[config.mk]
export PLATFORM = sky130hd
export DESIGN_NAME = pulse_train_gen_flat
export DESIGN_NICKNAME = d
export VERILOG_FILES = /design/src/rtl/pulse_train_gen_pkg.sv /design/src/rtl/pulse_train_gen_if.sv /design/src/rtl/pulse_train_gen_phase_timer.sv /design/src/rtl/pulse_train_gen.sv /design/src/flat_wrapper.sv
export SDC_FILE = /design/constraint.sdc
export NUM_CORES = 1
export LEC_CHECK = 0
export BUFFER_PORTS_ARGS = -buffer_cell sky130_fd_sc_hd__buf_2
export CORE_UTILIZATION = 25
export CTS_CLUSTER_SIZE = 8
export DETAILED_ROUTE_END_ITERATION = 10
export PLACE_DENSITY_LB_ADDON = 0.12
export SYNTH_ARGS = -nofsm -noshare
export SYNTH_HDL_FRONTEND = slang
export SYNTH_SLANG_ARGS = --single-unit
[constraint.sdc]
create_clock -name clk_i -period 7.5 [get_ports clk_i]
set_input_delay 1.125 -clock clk_i [delete_from_list [all_inputs] [get_ports clk_i]]
set_output_delay 1.125 -clock clk_i [all_outputs]
set_load 0.02 [all_outputs]
[src/rtl/pulse_train_gen_pkg.sv]
// Shared types and defaults for the pulse-train generator.
package pulse_gen_pkg;

  localparam int unsigned WDefault      = 24;
  localparam int unsigned BurstWDefault = 16;

  typedef logic [1:0] state_t;

  localparam state_t StIdle = 2'd0;
  localparam state_t StHigh = 2'd1;
  localparam state_t StLow  = 2'd2;

endpackage

[src/rtl/pulse_train_gen_if.sv]
// Configuration slot and train-control bundle of the pulse-train generator.
interface pulse_train_gen_if #(
  parameter int unsigned W       = 24,
  parameter int unsigned BURST_W = 16
);
  logic               cfg_valid;
  logic               cfg_ready;
  logic [W-1:0]       cfg_high;
  logic [W-1:0]       cfg_low;
  logic [BURST_W-1:0] cfg_burst;
  logic               start;
  logic               stop;
  logic               abort;

  modport master (
    output cfg_valid, cfg_high, cfg_low, cfg_burst, start, stop, abort,
    input  cfg_ready
  );

  modport slave (
    input  cfg_valid, cfg_high, cfg_low, cfg_burst, start, stop, abort,
    output cfg_ready
  );
endinterface

[src/rtl/pulse_train_gen_phase_timer.sv]
// Tick-enabled phase counter; wraps to zero by itself on the terminal tick.
module phase_timer #(
  parameter int unsigned W = 24
) (
  input  logic         clk_i,
  input  logic         rst_ni,
  input  logic         clr_i,
  input  logic         en_i,
  input  logic [W-1:0] len_i,
  output logic [W-1:0] cnt_o,
  output logic         term_o
);
  logic [W-1:0] cnt_q, cnt_d;

  // len_i is already clamped to >= 1, so len_i - 1 never wraps.
  assign term_o = (cnt_q == len_i - W'(1));
  assign cnt_o  = cnt_q;

  always_comb begin
    cnt_d = cnt_q;
    if (clr_i) begin
      cnt_d = '0;
    end else if (en_i) begin
      cnt_d = term_o ? '0 : cnt_q + W'(1);
    end
  end

  always_ff @(posedge clk_i or negedge rst_ni) begin
    if (!rst_ni) begin
      cnt_q <= '0;
    end else begin
      cnt_q <= cnt_d;
    end
  end
endmodule

[src/rtl/pulse_train_gen.sv]
// Programmable pulse-train source: high/low durations in tick units, finite or continuous bursts.
module pulse_train_gen
  import pulse_gen_pkg::*;
#(
  parameter int unsigned W       = WDefault,
  parameter int unsigned BURST_W = BurstWDefault
) (
  input  logic               clk_i,
  input  logic               rst_ni,
  input  logic               tick_i,
  pulse_train_gen_if.slave   cfg_if,
  output logic               trigger_o,
  output logic               busy_o,
  output logic               done_o,
  output logic [BURST_W-1:0] period_cnt_o
);
  state_t             state_q, state_d;
  logic               pend_q, pend_d;
  logic [W-1:0]       pend_high_q, pend_low_q, act_high_q, act_low_q;
  logic [BURST_W-1:0] pend_burst_q, act_burst_q;
  logic               loaded_q;
  logic               stop_req_q, stop_req_d;
  logic               trigger_q, trigger_d;
  logic               done_q, done_d;
  logic [BURST_W-1:0] period_cnt_q, period_cnt_d;
  logic [BURST_W-1:0] period_inc;

  logic               cfg_hs, start_ok, copy, last_period;
  logic               timer_clr, timer_en, timer_term;
  logic [W-1:0]       len_sel, timer_len, timer_cnt;

  assign cfg_if.cfg_ready = ~pend_q;
  assign cfg_hs           = cfg_if.cfg_valid & ~pend_q;
  assign start_ok         = cfg_if.start & ~cfg_if.stop & ~cfg_if.abort & (pend_q | loaded_q);

  // A zero length is run as a single tick.
  assign len_sel   = (state_q == StLow) ? act_low_q : act_high_q;
  assign timer_len = (len_sel == '0) ? W'(1) : len_sel;
  assign timer_en  = tick_i & (state_q != StIdle);

  assign period_inc  = period_cnt_q + BURST_W'(1);
  assign last_period = (act_burst_q != '0) && (period_inc == act_burst_q);

  phase_timer #(
    .W (W)
  ) u_phase_timer (
    .clk_i  (clk_i),
    .rst_ni (rst_ni),
    .clr_i  (timer_clr),
    .en_i   (timer_en),
    .len_i  (timer_len),
    .cnt_o  (timer_cnt),
    .term_o (timer_term)
  );

  always_comb begin
    state_d      = state_q;
    trigger_d    = trigger_q;
    done_d       = 1'b0;
    stop_req_d   = stop_req_q;
    period_cnt_d = period_cnt_q;
    copy         = 1'b0;
    timer_clr    = 1'b0;
    case (state_q)
      StHigh, StLow: begin
        if (cfg_if.abort) begin
          state_d    = StIdle;
          trigger_d  = 1'b0;
          stop_req_d = 1'b0;
          timer_clr  = 1'b1;
        end else begin
          if (cfg_if.stop) stop_req_d = 1'b1;
          if (tick_i && timer_term) begin
            if (state_q == StHigh) begin
              state_d   = StLow;
              trigger_d = 1'b0;
            end else begin
              period_cnt_d = (&period_cnt_q) ? period_cnt_q : period_inc;
              if (last_period || stop_req_d) begin
                state_d    = StIdle;
                done_d     = 1'b1;
                stop_req_d = 1'b0;
              end else begin
                state_d   = StHigh;
                trigger_d = 1'b1;
                copy      = 1'b1;
              end
            end
          end
        end
      end
      default: begin
        if (start_ok) begin
          state_d      = StHigh;
          trigger_d    = 1'b1;
          copy         = 1'b1;
          period_cnt_d = '0;
          timer_clr    = 1'b1;
        end
      end
    endcase
  end

  // A handshake coinciding with a copy lands after it, so pending stays set.
  always_comb begin
    pend_d = pend_q;
    if (copy) pend_d = 1'b0;
    if (cfg_hs) pend_d = 1'b1;
  end

  always_ff @(posedge clk_i or negedge rst_ni) begin
    if (!rst_ni) begin
      state_q      <= StIdle;
      trigger_q    <= 1'b0;
      done_q       <= 1'b0;
      stop_req_q   <= 1'b0;
      period_cnt_q <= '0;
      pend_q       <= 1'b0;
      loaded_q     <= 1'b0;
      pend_high_q  <= '0;
      pend_low_q   <= '0;
      pend_burst_q <= '0;
      act_high_q   <= '0;
      act_low_q    <= '0;
      act_burst_q  <= '0;
    end else begin
      state_q      <= state_d;
      trigger_q    <= trigger_d;
      done_q       <= done_d;
      stop_req_q   <= stop_req_d;
      period_cnt_q <= period_cnt_d;
      pend_q       <= pend_d;
      if (copy && pend_q) begin
        act_high_q  <= pend_high_q;
        act_low_q   <= pend_low_q;
        act_burst_q <= pend_burst_q;
        loaded_q    <= 1'b1;
      end
      if (cfg_hs) begin
        pend_high_q  <= cfg_if.cfg_high;
        pend_low_q   <= cfg_if.cfg_low;
        pend_burst_q <= cfg_if.cfg_burst;
      end
    end
  end

  assign trigger_o    = trigger_q;
  assign busy_o       = (state_q != StIdle);
  assign done_o       = done_q;
  assign period_cnt_o = period_cnt_q;
endmodule

[src/flat_wrapper.sv]
// flat-port wrapper written by rule: the top's interface ports become plain ports
module pulse_train_gen_flat import pulse_gen_pkg::*;
#(
  parameter int unsigned W       = WDefault,
  parameter int unsigned BURST_W = BurstWDefault
)
  (clk_i, rst_ni, tick_i, trigger_o, busy_o, done_o, period_cnt_o, cfg_if_cfg_valid, cfg_if_cfg_high, cfg_if_cfg_low, cfg_if_cfg_burst, cfg_if_start, cfg_if_stop, cfg_if_abort, cfg_if_cfg_ready);
  pulse_train_gen_if #(.W(W), .BURST_W(BURST_W)) cfg_if_i ();
  input  logic clk_i;
  input  logic rst_ni;
  input  logic tick_i;
  output logic trigger_o;
  output logic busy_o;
  output logic done_o;
  output logic [BURST_W-1:0] period_cnt_o;
  input wire logic [$bits(cfg_if_i.cfg_valid)-1:0] cfg_if_cfg_valid;
  input wire logic [$bits(cfg_if_i.cfg_high)-1:0] cfg_if_cfg_high;
  input wire logic [$bits(cfg_if_i.cfg_low)-1:0] cfg_if_cfg_low;
  input wire logic [$bits(cfg_if_i.cfg_burst)-1:0] cfg_if_cfg_burst;
  input wire logic [$bits(cfg_if_i.start)-1:0] cfg_if_start;
  input wire logic [$bits(cfg_if_i.stop)-1:0] cfg_if_stop;
  input wire logic [$bits(cfg_if_i.abort)-1:0] cfg_if_abort;
  output wire logic [$bits(cfg_if_i.cfg_ready)-1:0] cfg_if_cfg_ready;
  assign cfg_if_i.cfg_valid = cfg_if_cfg_valid;
  assign cfg_if_i.cfg_high = cfg_if_cfg_high;
  assign cfg_if_i.cfg_low = cfg_if_cfg_low;
  assign cfg_if_i.cfg_burst = cfg_if_cfg_burst;
  assign cfg_if_i.start = cfg_if_start;
  assign cfg_if_i.stop = cfg_if_stop;
  assign cfg_if_i.abort = cfg_if_abort;
  assign cfg_if_cfg_ready = cfg_if_i.cfg_ready;
  pulse_train_gen #(.W(W), .BURST_W(BURST_W)) u_core (.clk_i(clk_i), .rst_ni(rst_ni), .tick_i(tick_i), .cfg_if(cfg_if_i), .trigger_o(trigger_o), .busy_o(busy_o), .done_o(done_o), .period_cnt_o(period_cnt_o));
endmodule
==> impl_metrics.tcl <==
set metrics [dict create \
    crit_buf_inv 2 \
    core_area_um2 37580 \
    path_delay_family "simple AND/OR/NAND/NOR gates" \
    synth-main-ff-cell "dfrtp_1" \
    r2r_end "u_core.act_high_q[18]$_DFFE_PN0P_" \
    critical_path_class "reg -> reg" \
    nFillCells 3939 \
    grt_max_degree 67 \
    fin_crit_ns 6.029 \
    tightest_slew_ns 0.8275 \
    drc 0 \
    routed_via_density 4.802 \
    grt_overflow 0 \
    cts_buffers 17 \
    cts_setup_buffers 0 \
    first_global_vias 7054 \
    gp_congestion 0.8579 \
    cpPeakStageDelay_ns 0.72 \
    cts-root-buf "clkbuf_16" \
    dp_slack_ns 1.525 \
    synth_top_area_share_pct 46.06 \
    status "finished, final reports clean" \
    nNetsFinal 1017 \
    rsz0062_at_grt "false" \
    powerDensity_nw_per_um2 383.4 \
    h-tree-depth 4 \
    p_int_w 0.002646 \
    power_w 0.004260 \
    die_h_um 197.0 \
    p_clk_share_pct 22.3 \
    gr-usage-all-layers_pct 13.87 \
    grt_pass1_wl_um 41520 \
    hold_path_class "reg -> reg" \
    cts.sinks 175 \
    worst_setup_path_end_kind "flop" \
    drive_gt1_share_pct 24.45 \
    reg2reg_setup_slack_ns 1.47 \
    yosys.area.top_type "dfrtp_1" \
    cts_tree "built" \
    vias 7030 \
    finClkSkew_ns 0.01575 \
    die-area_um2 38810 \
    synth_warnings 0 \
    fmax_mhz 165.9 \
    seq_power_share_pct 39.3 \
    async_flop_share_pct 100.0 \
    cp.arrival_ns 6.35 \
    crit_fanout 66 \
    crit_top_cell "nor2_1" \
    setup_tns_ns 0 \
    antenna_cells 0 \
    die_w_um 197.0 \
    syn2layout_area_growth_pct 16.87 \
    swShare_pct 37.90 \
    synth_nets 940 \
    r2r-start "u_core.state_q[0]$_DFFE_PN0P_" \
    slowest_stage "ha_2" \
    clk_path_buf_depth 2 \
    power.leakage_nw 4.402 \
    drtIter0Drc 375 \
    synth_area_um2 9508 \
    synth_seq_cells 175 \
    firstDrtPassIters 5 \
    finalSetupViolCount 0 \
    antenna_found_initial 0 \
    worstRegToRegCells 17 \
    p_switching_w 0.001614 \
    yosys-top-cells-area "dfrtp_1 (46%), mux2_2 (9.0%), mux2_1 (6.6%)" \
    startpoint_type "flop" \
    synth_edf_count 0 \
    yosys.cell_types.count 74 \
    min_from "u_core.loaded_q$_DFFE_PN0P_" \
    comb_power_share_pct 38.4 \
    maxSlewViolCount 0 \
    hold_slack_ns 0.4683 \
    hold_end "u_core.loaded_q$_DFFE_PN0P_" \
    hold_violations 0 \
    ctsHoldBuffers 0 \
    irDropWorstVdd_uv 160.7 \
    routedWlPerCell_um 17.63 \
    start_util_pct 25.30 \
    dp_hpwl_um 18850 \
    syn_avg_cell_area_um2 11.02 \
    syn_inst 863 \
    io_buffers 90 \
    cts.repair.resized 0 \
    worst_slack_ns 1.471 \
    slew_headroom_pct 43.41 \
    routed_wl_um 25800 \
    crit_chain "inv_1, ha_2, or4b_1, o22a_1, or4_4, nor2_1, a21oi_1, ha_1, o21ai_1, nor2_1, or3_1, a211o_1, nor4b_4, nand4b_1, a211oi_4, buf_12, mux2_2" \
    yosys.cell_count.top_type "dfrtp_1" \
    whs_path_depth 1 \
    synthTopCellsByCount "dfrtp_1 (175), mux2_2 (76), mux2_1 (56)" \
    clock_latency_ns 0.44 \
    ant_nets 0 \
    critPathRequiredTime_ns 7.82 \
    top_level_ports 91 \
    cts.clk_slew.worst_paths_ns 0.07 \
    num_rows 71 \
    fin_crit_sh_pct 80.39 \
    max_cap_viol_count 0 \
    ys_seq_area_share_pct 46.06 \
]
==> worst max path at each step <==
stage                                        from                                end  slack, ns  cells past startpoint
finish              u_core.state_q[0]$_DFFE_PN0P_  u_core.act_high_q[18]$_DFFE_PN0P_       1.47                     17
global route        u_core.state_q[0]$_DFFE_PN0P_  u_core.act_high_q[18]$_DFFE_PN0P_       1.03                     17
CTS                 u_core.state_q[0]$_DFFE_PN0P_  u_core.act_high_q[18]$_DFFE_PN0P_       1.50                     17
detailed placement  u_core.state_q[0]$_DFFE_PN0P_  u_core.act_high_q[19]$_DFFE_PN0P_       1.53                     17
global placement    u_core.state_q[0]$_DFFE_PN0P_  u_core.act_high_q[19]$_DFFE_PN0P_       1.58                     18
floorplan           u_core.state_q[0]$_DFFE_PN0P_  u_core.act_burst_q[0]$_DFFE_PN0P_       2.59                     19
==> flip-flops by register name, summed over array words and instances, names as in the netlist, 2 cells and up <==
signal	flops
u_core.pend_high_q	24
u_core.period_cnt_o	16
u_core.pend_low_q	24
u_core.u_phase_timer.cnt_o	24
u_core.pend_burst_q	16
u_core.act_high_q	24
u_core.state_q	2
u_core.act_low_q	24
u_core.act_burst_q	16
==> kinds of logic (layout without fill, tap and decap cells) <==
family | after synthesis | in the layout | synth area share (%)
adder cells (fa/ha/maj) | 6 | 6 | 0.7896
flip-flops | 175 | 175 | 46.06
buffers and inverters | 57 | 147 | 2.908
multiplexers | 165 | 165 | 19.11
XOR/XNOR | 53 | 53 | 4.882
AND/OR/NAND/NOR | 263 | 263 | 15.58
AO/OA/AOI/OAI | 144 | 144 | 10.67
==> through the flow <==
stage          std cells  util, %  area (um^2)
6_report            1464    29.57        11110
5_1_grt             1464    29.57        11110
3_3_place_gp        1432    27.94        10500
2_1_floorplan        863        -         9508
4_1_cts             1464    29.57        11110
3_5_place_dp        1432    27.94        10500
==> layer usage <==
layer	track usage, %	wire length [um]
met2	20.18	11030
met5	0	0
met4	4.220	400
met3	2.390	825
met1	20.70	13550
==> layout make-up <==
type | instances | area (um^2) | share of cell area, %
multi-input combinational | 631 | 4878 | 43.90
tap | 511 | 639.4 | 5.754
clock inverter | 14 | 182.7 | 1.644
sequential | 175 | 4379 | 39.41
inverter | 15 | 56.30 | 0.5067
clock buffer | 18 | 429.2 | 3.862
timing repair buffer | 100 | 546.8 | 4.921
==> power by group through the flow <==
stage               Sequential, W  Combinational (W)  Clock, W
finish                    0.00167            0.00164  0.000948
global route              0.00174            0.00182   0.00101
CTS                       0.00169            0.00167  0.000984
detailed placement        0.00171            0.00166         0
global placement          0.00170            0.00165         0
floorplan                 0.00154            0.00131         0
==> cell usage in the layout (no fill, tap or decap), types with 5 or more instances in the layout <==
cell type  Yosys  final
o22ai_1       12     12
a31oi_1       11     11
or3_1         16     16
nand2_1       43     43
buf_4          5      9
nor3b_1       17     16
and3_1        10     10
or2_2          9      9
dfrtp_1      175    175
nor2_1        31     31
mux2_1        56     56
o311ai_0       5      5
mux2_2        76     76
nand4_1       18     18
ha_1           6      5
clkbuf_16      0     17
a21oi_1       27     26
xor2_1        14     14
mux2i_1       33     33
nor4_1        11     11
a21o_1        17     17
o21ai_1        5      5
or4_1          6      6
xnor2_1       39     39
o211ai_1       7      7
o21ai_0        6      6
nand2b_1       5      5
and2_1         7      7
buf_2          5     89
inv_1         15     15
nand3_1       42     42
o31ai_1       11     11
nor3_1        26     26
(Power assumes the default switching activity.)
